File: config.mk
export PLATFORM = sky130hd
export DESIGN_NAME = lc3_fetch_unit
export DESIGN_NICKNAME = d
export VERILOG_FILES = /design/src/rtl/lc3_fetch_pkg.sv /design/src/rtl/lc3_fetch_unit.sv
export SDC_FILE = /design/constraint.sdc
export NUM_CORES = 1
export LEC_CHECK = 0
export BUFFER_PORTS_ARGS = -buffer_cell sky130_fd_sc_hd__buf_2
export CORE_MARGIN = 5
export CORE_UTILIZATION = 50
export CTS_CLUSTER_SIZE = 12
export DETAILED_ROUTE_END_ITERATION = 8
export GPL_ROUTABILITY_DRIVEN = 1
export PLACE_DENSITY = 0.78
export RECOVER_POWER = 50
export SYNTH_ARGS = -nofsm -noshare
export SYNTH_HDL_FRONTEND = slang
export SYNTH_SLANG_ARGS = --single-unit
File: constraint.sdc
create_clock -name clock -period 4.96 [get_ports clock]
set_input_delay 0.248 -clock clock [delete_from_list [all_inputs] [get_ports clock]]
set_output_delay 0.248 -clock clock [all_outputs]
set_load 0.03 [all_outputs]
File: src/rtl/lc3_fetch_pkg.sv
// Shared types and constants for the LC3 instruction fetch unit.
package lc3_fetch_pkg;

  typedef logic [15:0] bit_16;

  typedef enum logic [1:0] {
    S_IDLE  = 2'd0,
    S_REQ   = 2'd1,
    S_HOLD  = 2'd2,
    S_FLUSH = 2'd3
  } fetch_state_t;

  localparam bit_16 LC3_RESET_PC = 16'h3000;

endpackage

File: src/rtl/lc3_fetch_unit.sv
// LC3 fetch unit: owns the PC, issues one instruction-memory read at a time,
// holds the result in IR for decode, and handles redirects and request timeouts.
//
// Handshake: IR is transferred to decode on a cycle where ir_valid and ir_ready
// are both high at the rising edge; ir_valid stays high (IR/npc_out stable)
// until then, and drops early only on a redirect or reset.
module lc3_fetch_unit
  import lc3_fetch_pkg::*;
#(
  parameter bit_16       RESET_PC = LC3_RESET_PC,
  parameter int unsigned TIMEOUT  = 16
) (
  input  logic         clock,
  input  logic         reset,
  output bit_16        PC,
  output logic         instrmem_rd,
  input  bit_16        instr_dout,
  input  logic         complete_instr,
  output bit_16        IR,
  output bit_16        npc_out,
  output logic         ir_valid,
  input  logic         ir_ready,
  input  logic         br_taken,
  input  bit_16        taken_address,
  output logic         fetch_err,
  output bit_16        fetch_count,
  output fetch_state_t fsm_state
);

  localparam int CW = (TIMEOUT > 1) ? $clog2(TIMEOUT) : 1;
  localparam logic [CW-1:0] WAIT_LAST = CW'(TIMEOUT - 1);

  fetch_state_t  state, state_n;
  bit_16         pc_n, ir_n, npc_n, count_n;
  logic          rd_n, valid_n, err_n;
  logic [CW-1:0] wait_cnt, wait_n;

  assign fsm_state = state;

  always_ff @(posedge clock) begin
    if (!reset) begin
      state       <= S_IDLE;
      PC          <= RESET_PC;
      instrmem_rd <= 1'b0;
      IR          <= '0;
      npc_out     <= '0;
      ir_valid    <= 1'b0;
      fetch_err   <= 1'b0;
      fetch_count <= '0;
      wait_cnt    <= '0;
    end else begin
      state       <= state_n;
      PC          <= pc_n;
      instrmem_rd <= rd_n;
      IR          <= ir_n;
      npc_out     <= npc_n;
      ir_valid    <= valid_n;
      fetch_err   <= err_n;
      fetch_count <= count_n;
      wait_cnt    <= wait_n;
    end
  end

  always_comb begin
    state_n = state;
    pc_n    = PC;
    rd_n    = instrmem_rd;
    ir_n    = IR;
    npc_n   = npc_out;
    valid_n = ir_valid;
    err_n   = fetch_err;
    count_n = fetch_count;
    wait_n  = wait_cnt;

    // A redirect wins over everything except the idle start-up cycle;
    // any response arriving alongside it is dropped.
    if (br_taken && state != S_IDLE) begin
      if (state == S_HOLD && ir_ready) begin
        count_n = fetch_count + 16'd1;
      end
      pc_n    = taken_address;
      valid_n = 1'b0;
      rd_n    = 1'b0;
      wait_n  = '0;
      state_n = S_FLUSH;
    end else begin
      unique case (state)
        S_IDLE: begin
          rd_n    = 1'b1;
          state_n = S_REQ;
        end
        S_REQ: begin
          if (complete_instr) begin
            ir_n    = instr_dout;
            npc_n   = PC + 16'd1;
            rd_n    = 1'b0;
            valid_n = 1'b1;
            wait_n  = '0;
            state_n = S_HOLD;
          end else if (wait_cnt == WAIT_LAST) begin
            // Give up on this request; the same PC is re-issued after a flush.
            err_n   = 1'b1;
            rd_n    = 1'b0;
            wait_n  = '0;
            state_n = S_FLUSH;
          end else begin
            wait_n = wait_cnt + 1'b1;
          end
        end
        S_HOLD: begin
          if (ir_ready) begin
            valid_n = 1'b0;
            count_n = fetch_count + 16'd1;
            pc_n    = PC + 16'd1;
            rd_n    = 1'b1;
            state_n = S_REQ;
          end
        end
        S_FLUSH: begin
          rd_n    = 1'b1;
          state_n = S_REQ;
        end
        default: state_n = S_IDLE;
      endcase
    end
  end

endmodule

==> results of run 1 <==
## cells in the final DEF, fill, tap and decap left out, types with 7 or more instances in the layout
master,Yosys,layout
a21oi_1,48,48
a31oi_1,7,7
buf_2,6,38
clkbuf_1,24,67
clkbuf_8,0,10
dfxtp_1,73,73
nand2_1,53,53
nand3_1,16,16
nand4_1,12,12
nor2_1,33,33
nor3_1,7,7
o21ai_0,29,29
or3_1,9,9
xnor2_1,8,8
xor2_1,11,11
## sequential cells by signal, summed over array words and instances (netlist names)
signal       cells
fsm_state        2
ir_valid         1
instrmem_rd      1
wait_cnt         4
npc_out         16
IR              16
fetch_err        1
fetch_count     16
PC              16
## worst max-delay path, delay by kind of cell (launching register included)
kind / cells / cell delay (ns)
simple gates: 2 / 1.05
flops: 1 / 0.77
compound gates: 1 / 0.25
## routing by layer
layer  vias to the layer above  wire length (um)
li1                       1664                 -
met1                      1550              4110
met2                       129              4090
met3                        17               768
met4                         0               140
met5                         -                 0
## worst max-delay path by stage
stage	to	start
after CTS	PC[15]	fsm_state[1]
final	PC[15]	fsm_state[1]
after global placement	npc_out[14]	fsm_state[0]
after floorplan	npc_out[15]	PC[6]
after detailed placement	PC[15]	fsm_state[1]
after global routing	npc_out[0]	fsm_state[0]
## stage by stage
stage	worst slack (ns)	cell area, um^2	cells
6_report	2.79	4000	585
5_1_grt	2.56	4000	585
4_1_cts	2.79	4090	585
3_5_place_dp	2.81	3890	570
3_3_place_gp	2.89	3890	570
2_1_floorplan	2.97	3400	418
## synth_stat cells (all sizes together), types with 4 or more instances
library cell  count  area (um^2)
a211oi            4         30.0
a21oi            48          240
a31oi             7         43.8
and3              5         31.3
and4              5         45.0
buf              10         63.8
clkbuf           24         90.1
dfxtp            73         1460
inv               5         18.8
nand2            53          199
nand3            16         80.1
nand4            12         75.1
nor2             33          124
nor3              7         35.0
nor3b             4         30.0
o21ai            29          145
o22ai             4         25.0
or3               9         56.3
xnor2             8         70.1
xor2             11         96.3
## where the power goes
group,switching (uW),internal [uW]
clock,221,242
combinational,119,55.6
sequential,35.7,610
## logic make-up after synthesis
family | after synthesis | share of synthesized area (%)
simple gates | 168 | 25.5
mux | 3 | 0.920
buf+inv | 39 | 5.08
compound gates | 113 | 19.5
flops | 73 | 43.0
xor+xnor | 19 | 4.90
fa+ha+maj | 3 | 1.10
## area by class of cell
cell class,count,area share (%)
clock buffers,10,3.44
well taps,80,2.50
flip-flops and latches,73,36.5
clock inverters,5,1.41
repair buffers,106,11.2
multi-input cells,306,44.5
inverters,5,0.469
==> metrics.txt, run 1 <==
VDD IR max 0.152 mV; multi-input logic area around 1800 um^2; GR Overflow Total 0; Tightest Pin Transition 0.965 ns; Max Root-Sink Buffers 2; vias in the first global route 3160; distinct cell type count after synthesis 55; FILL cells roughly 640; Worst R2R Path Depth 3; Synth Register Bits between 70 and 80; Final Hold Viols 0; DRT antenna net count 0; CP cell instances nand4bb_1 -> or3_1 -> o311ai_0; Fin Setup TNS 0 ns; clk sinks 73; n_diodes 0; Synth async-reset ratio 0%; Syn Std Cell Area 3400 um^2; Initial DRT Pass Iterations 6; final worst clock skew 0.00698 ns; worst min-delay path class input pin to flop; Post-Syn Area per Cell around 8 um^2; Max FO, Critical Path 21; GR peak layer met2; gpl congestion 0.800; Starting Density 50.6%; Hold Path Depth 3; Ys Warns 0; register area between 1000 and 1500 um^2; vias roughly 3.4k; Post-route DRC 0; max-cap violation count 0; Post-Route WL 9110 um; Post CTS Setup Buffer Count 0; Die Span Y 92.4 um; synthesized net count 458; WP data arrival 2.41 ns; r2r setup slk 2.79 ns; initial antenna violation count 0; Die ar. ~8500 um^2; hold slack 0.140 ns; RSZ-0062 raised after global routing false; CTS buffer count 9; worst hold endpoint IR[1]; worst skew pair latency 0.34 ns; Core ar. 6720 um^2; I/O Buffers around 110; cts-stage hold buffer count 0; Slew Limit Fails 0; first-pass GRT wire length roughly 15000 um; Worst Setup Start Kind flop; Gate Count Post-Synth 418; Util after Layout 59.6%; root buffer cell clkbuf_8; nets@finish between 500 and 600; Slew HR between 30 and 40%; post-cts sizing count 0; die extent in x between 90 and 100 um; GR met2 Demand/Resource 33.5%; Setup CP Type flop to flop; 1st-iter DRT viols 219; pwr dens 321 nW/um^2; Area Growth Syn to Fin 17.8%; RR Startpoint fsm_state[1]; Leakage ~0.0014 uW; min-delay src instr_dout[1]; Reg clk slew, reported paths ~0.080 ns; CTS tree yes; num rows 30; largest net degree at the start of global routing 55; Tmin final 2.17 ns; num ports about 110; H-tree depth 3; RR Endpoint PC[15]; layout cells sized above 1 roughly an eighth; WL per Instance 15.6 um; fmax approximately 460 MHz; status finished, final reports clean; maximum cell stage delay along the critical path 0.77 ns; total power 1280 uW; M3 GR Usage 4.47%; All-Layer GR Usage 21.2%; Detail Placement HPWL 6310 um; Critical-path top delay cell dfxtp_1; Global Route met1 Usage 28.3%; sequential-to-total area share from yosys stat 43.0%; Vias/cell 5.74; Top FF cell, synth dfxtp_1; Final Cycle Share between 40 and 50%; Post-synth EDFFs 0; Final setup viols 0; Worst EP required approximately 5.2 ns; Crit. End Element flop
(Power assumes the default switching activity.)
==> inputs of run 2 (changes only) <==
--- a/config.mk
+++ b/config.mk
@@ -7,11 +7,11 @@
 export LEC_CHECK = 0
 export BUFFER_PORTS_ARGS = -buffer_cell sky130_fd_sc_hd__buf_2
 export CORE_MARGIN = 5
-export CORE_UTILIZATION = 50
+export CORE_UTILIZATION = 46
 export CTS_CLUSTER_SIZE = 12
 export DETAILED_ROUTE_END_ITERATION = 8
 export GPL_ROUTABILITY_DRIVEN = 1
-export PLACE_DENSITY = 0.78
+export PLACE_DENSITY = 0.76
 export RECOVER_POWER = 50
 export SYNTH_ARGS = -nofsm -noshare
 export SYNTH_HDL_FRONTEND = slang
==> constraint.sdc (replaced) <==
create_clock -name clock -period 2 [get_ports clock]
set_input_delay 0.1 -clock clock [delete_from_list [all_inputs] [get_ports clock]]
set_output_delay 0.1 -clock clock [all_outputs]
set_load 0.03 [all_outputs]
==> run 2 against run 1 <==
Effect of this change:
- setup slack got worse by 2.6 ns
- clock power rose to 2.8 times the previous value
- fmax increased by 18%
- critical path type unchanged
- highest routed layer unchanged
==> metrics.txt, run 2 (synthesis gave the netlist of run 1 again) <==
status finished, final reports clean; Leakage 0.00159 uW; Max FO, Critical Path 7; num ports 106; cell area after layout about 4400 um^2; Fin Setup TNS 0 ns; r2r setup slk 0.16 ns; Critical-path top delay cell or4_4; Global Route met1 Usage 27.5%; Placed Cells 609; Die Span Y 96.0 um; Starting Density 47.1%; min-delay src taken_address[8]; DP Worst Slack 0.104 ns; Reg clk slew, reported paths 0.08 ns; Slew Limit Fails 0; Final Cycle Share 92.2%; clk sinks 73; RSZ-0062 raised after global routing false; worst hold endpoint PC[8]; die extent in x 96.0 um; Vias/cell around 5.5; Final setup viols 0; WL per Instance 15.3 um; Setup WS post-layout 0.155 ns; RR Startpoint PC[8]; crit-path leading delay family simple AND/OR/NAND/NOR gates; Slew HR approximately 62%; CTS buffer count 9; GR Overflow Total 0; maximum cell stage delay along the critical path 0.62 ns; GR met2 Demand/Resource about a third; I/O Buffers around 110; 1st-iter DRT viols 191; Worst Setup Start Kind flop; Post-Route WL 9880 um; Worst EP required 2.28 ns; vias in the first global route 3258; num rows 31; CP cell instances nand4_1 -> or4_4 -> or3_1 -> a31oi_1; Worst Path Buf+Inv 0; Hold Path Depth 3; largest net degree at the start of global routing 30; nets@finish 580; VDD IR max 0.400 mV; gpl congestion 0.876; Area Growth Syn to Fin 29.5%; Initial DRT Pass Iterations 5; total power 3410 uW; Max Root-Sink Buffers 2; most frequent cells in the layout dfxtp_1 (73), clkbuf_1 (68), nand2_1 (53), a21oi_1 (48), buf_2 (38); WP data arrival 2.12 ns; worst skew pair latency 0.35 ns; Crit. End Element flop; FILL cells 693; CTS tree yes; layout cells sized above 1 ~15%; pwr dens 775 nW/um^2; initial antenna violation count 0; Tmin final between 1.5 and 2 ns; Core ar. 7210 um^2; Die ar. between 9000 and 10000 um^2; n_diodes 0; final worst clock skew 0.00987 ns; All-Layer GR Usage 21.6%; Worst R2R Path Depth 4; root buffer cell clkbuf_8; Post-route DRC 0; H-tree depth 3; Setup CP Type flop to flop; DRT antenna net count 0; GR peak layer met2; most common cell after layout, fill and taps aside dfxtp_1; worst min-delay path class input pin to flop; Layout Cells excl Fill 644; DP Area 4070 um^2; Tightest Pin Transition 0.569 ns; max-cap violation count 0; Detail Placement HPWL 6900 um; fmax 542 MHz; RR Endpoint npc_out[15]; M3 GR Usage 5.08%; Final Hold Viols 0; vias 3516; first-pass GRT wire length 15500 um
-- run 2: cell type report --
cell class	instances	area (um^2)	area share, %
Inverter	5	18.8	0.426
Multi-Input combinational cell	306	1790	40.6
Clock inverter	7	101	2.30
Sequential cell	73	1460	33.2
Clock buffer	9	124	2.81
Timing Repair Buffer	145	786	17.9
Tap cell	99	124	2.81
-- run 2: metrics by stage --
stage | hold slack (ns) | utilization (%)
floorplan | 0.226 | -
global placement | 0.321 | 56.4
detailed placement | 0.336 | 56.4
CTS | 0.0120 | 62.1
global route | 0.0164 | 61.0
finish | 0.0234 | 61.0
-- run 2: timing repair --
item | in CTS | in global routing
hold endpoints to repair | 19 | 0
hold buffers | 19 | 0
endpoints found under the setup margin | 0 | 2
resized for setup | 0 | 2
buffers inserted | 0 | 0
-- run 2: layer usage --
metal / vias to the layer above / part of all wire, %
met5: - / 0
met3: 12 / 8.9
met4: 0 / 1.5
met2: 152 / 47
li1: 1748 / -
met1: 1604 / 43
-- run 2: report_power, final --
group / total [uW] / switching (uW) / internal (uW) / leakage [uW]
clock: 1310 / 590 / 715 / 0.000107
combinational: 535 / 346 / 189 / 0.000889
sequential: 1570 / 56.8 / 1510 / 0.000594
-- run 2: worst max-delay path by stage --
| stage | to | depth (start not counted) | slack, ns | startpoint |
|---|---|---|---|---|
| global route | fetch_count[15] | 4 | 0.04 | fsm_state[0] |
| detailed placement | npc_out[15] | 4 | 0.10 | PC[8] |
| global placement | npc_out[15] | 4 | 0.17 | PC[8] |
| CTS | npc_out[15] | 4 | 0.07 | PC[8] |
| finish | npc_out[15] | 4 | 0.16 | PC[8] |
| floorplan | npc_out[15] | 6 | 0.008 | PC[6] |
-- run 2: tightest hold or removal path, delay by kind of cell --
kind | cells | cell delay [ns]
simple gates | 1 | 0.05
buf+inv | 1 | 0.10
compound gates | 1 | 0.07
==> inputs of run 3 (changes only) <==
==> constraint.sdc (replaced) <==
create_clock -name clock -period 2 [get_ports clock]
set_input_delay 0.2 -clock clock [delete_from_list [all_inputs] [get_ports clock]]
set_output_delay 0.2 -clock clock [all_outputs]
set_load 0.03 [all_outputs]
==> run 3 against run 2 <==
Effect of this change:
- flip-flop and latch count stayed put
- clock skew barely moved
- fmax decreased by 1.9%
- cell count is 3.0% lower
==> metrics.txt, run 3 (synthesis gave the netlist of run 1 again) <==
first-pass GRT wire length 15200 um; root buffer cell clkbuf_8; M3 GR Usage 6.18%; vias in the first global route 3254; GR met2 Demand/Resource 35.1%; die extent in x 96.0 um; WP data arrival 2.17 ns; RSZ-0062 raised after global routing false; Crit. End Element flop; num rows 31; Critical-path top delay cell and4_1; Starting Density 47.1%; Layout Cells excl Fill roughly 630; Core ar. 7210 um^2; pwr dens 802 nW/um^2; cell area after layout 4210 um^2; Detail Placement HPWL 6930 um; nets@finish 561; Tmin final approximately 1.9 ns; Worst EP required approximately 2.3 ns; WL per Instance ~16 um; fmax ~530 MHz; Setup WS post-layout 0.120 ns; Slew Limit Fails 0; Slew HR 64.1%; Max Root-Sink Buffers 2; total power 3380 uW; Fin Setup TNS 0 ns; most frequent CP cell nand4_1; Vias/cell ~5.6; FILL cells ~700; Area Growth Syn to Fin 23.9%; Tightest Pin Transition 0.539 ns; Die Span Y approximately 96 um; worst skew pair latency 0.35 ns; layout cells sized above 1 16.2%; Post-Route WL 9720 um; largest net degree at the start of global routing 42; register area approximately 1500 um^2; clk sinks 73; worst min-delay path class input pin to flop; initial antenna violation count 0; most common cell after layout, fill and taps aside dfxtp_1; I/O Buffers 105; vias 3474; GR Overflow Total 0; Max FO, Critical Path 12; most frequent cells in the layout dfxtp_1 (73), clkbuf_1 (64), nand2_1 (53), a21oi_1 (48), buf_2 (41); VDD IR max 0.604 mV; GR peak layer met2; Placed Cells 609; Die ar. 9210 um^2; DP Area 4070 um^2; cts-stage hold buffer count 0; Setup CP Type flop to flop; Initial DRT Pass Iterations 5; Global Route met1 Usage 25.4%; All-Layer GR Usage 21.0%; Worst Setup Start Kind flop; final worst clock skew ~0.010 ns; multi-input logic area 1780 um^2; Final Cycle Share 94.0%; CP cell instances buf_4 -> and4_1 -> nand4_1 -> or3_1 -> nand4_1; max-cap violation count 0; DP Worst Slack 0.111 ns; Final Hold Viols 0; 1st-iter DRT viols 241; num ports 106; CTS tree yes; DRT antenna net count 0; H-tree depth 3; Final setup viols 0; Reg clk slew, reported paths 0.09 ns; n_diodes 0; Leakage 0.00152 uW; maximum cell stage delay along the critical path 0.47 ns; CTS buffer count 9; status finished, final reports clean; Post-route DRC 0; gpl congestion 0.911
## run 3: changes by cell type in the layout (fill, tap and decap cells not counted)
cell	change
buf_2	+3
clkinv_4	+1
o22ai_2	-1
dlygate4sd3_1	-19
clkbuf_1	-4
o22ai_1	+1
inv_6	-1
buf_4	+1
## run 3: final timing paths
check | startpoint | to | slack [ns] | cells after the start
hold / removal | instr_dout[5] | IR[5] | 0.08 | 3
hold reg to reg | npc_out[7] | npc_out[7] | 0.45 | 2
setup reg to reg | PC[3] | PC[12] | 0.12 | 5
setup / recovery | PC[3] | PC[12] | 0.12 | 5
## run 3: stage by stage
step	hold slack, ns	util, %
floorplan	0.326	-
global placement	0.421	56.4
detailed placement	0.445	56.4
CTS	0.0718	59.5
global route	0.0810	58.4
finish	0.0823	58.4
## run 3: power breakdown
group,leakage (uW),total (uW),switching (uW),internal [uW]
Sequential,0.000594,1570,53.5,1510
Clock,0.000106,1300,591,713
Combinational,0.000822,507,340,167
Total,0.00152,3380,984,2390
## run 3: per-layer routing
layer | vias to the layer above | wire length [um]
met1 | 1609 | 4160
met4 | 0 | 185
met5 | - | 0
li1 | 1708 | -
met2 | 136 | 4600
met3 | 21 | 774
## run 3: cell type report
class                      count  share of cell area, %
timing repair buffer         126                   14.3
sequential                    73                   34.7
clock inverter                 7                   2.41
tap                           99                   2.94
clock buffer                   9                   2.94
inverter                       5                  0.446
multi-input combinational    306                   42.2
## run 3: timing repair
action | CTS | global route
setup endpoints to repair | 0 | 1
buffers inserted | 0 | 0
resized for setup | 0 | 1
## run 3: worst max-delay path, delay by kind of cell, from the launching register on
family | cells | cell delay (ns)
DFF | 1 | 0.43
buffers and inverters | 1 | 0.16
and+or+nand+nor | 4 | 1.23
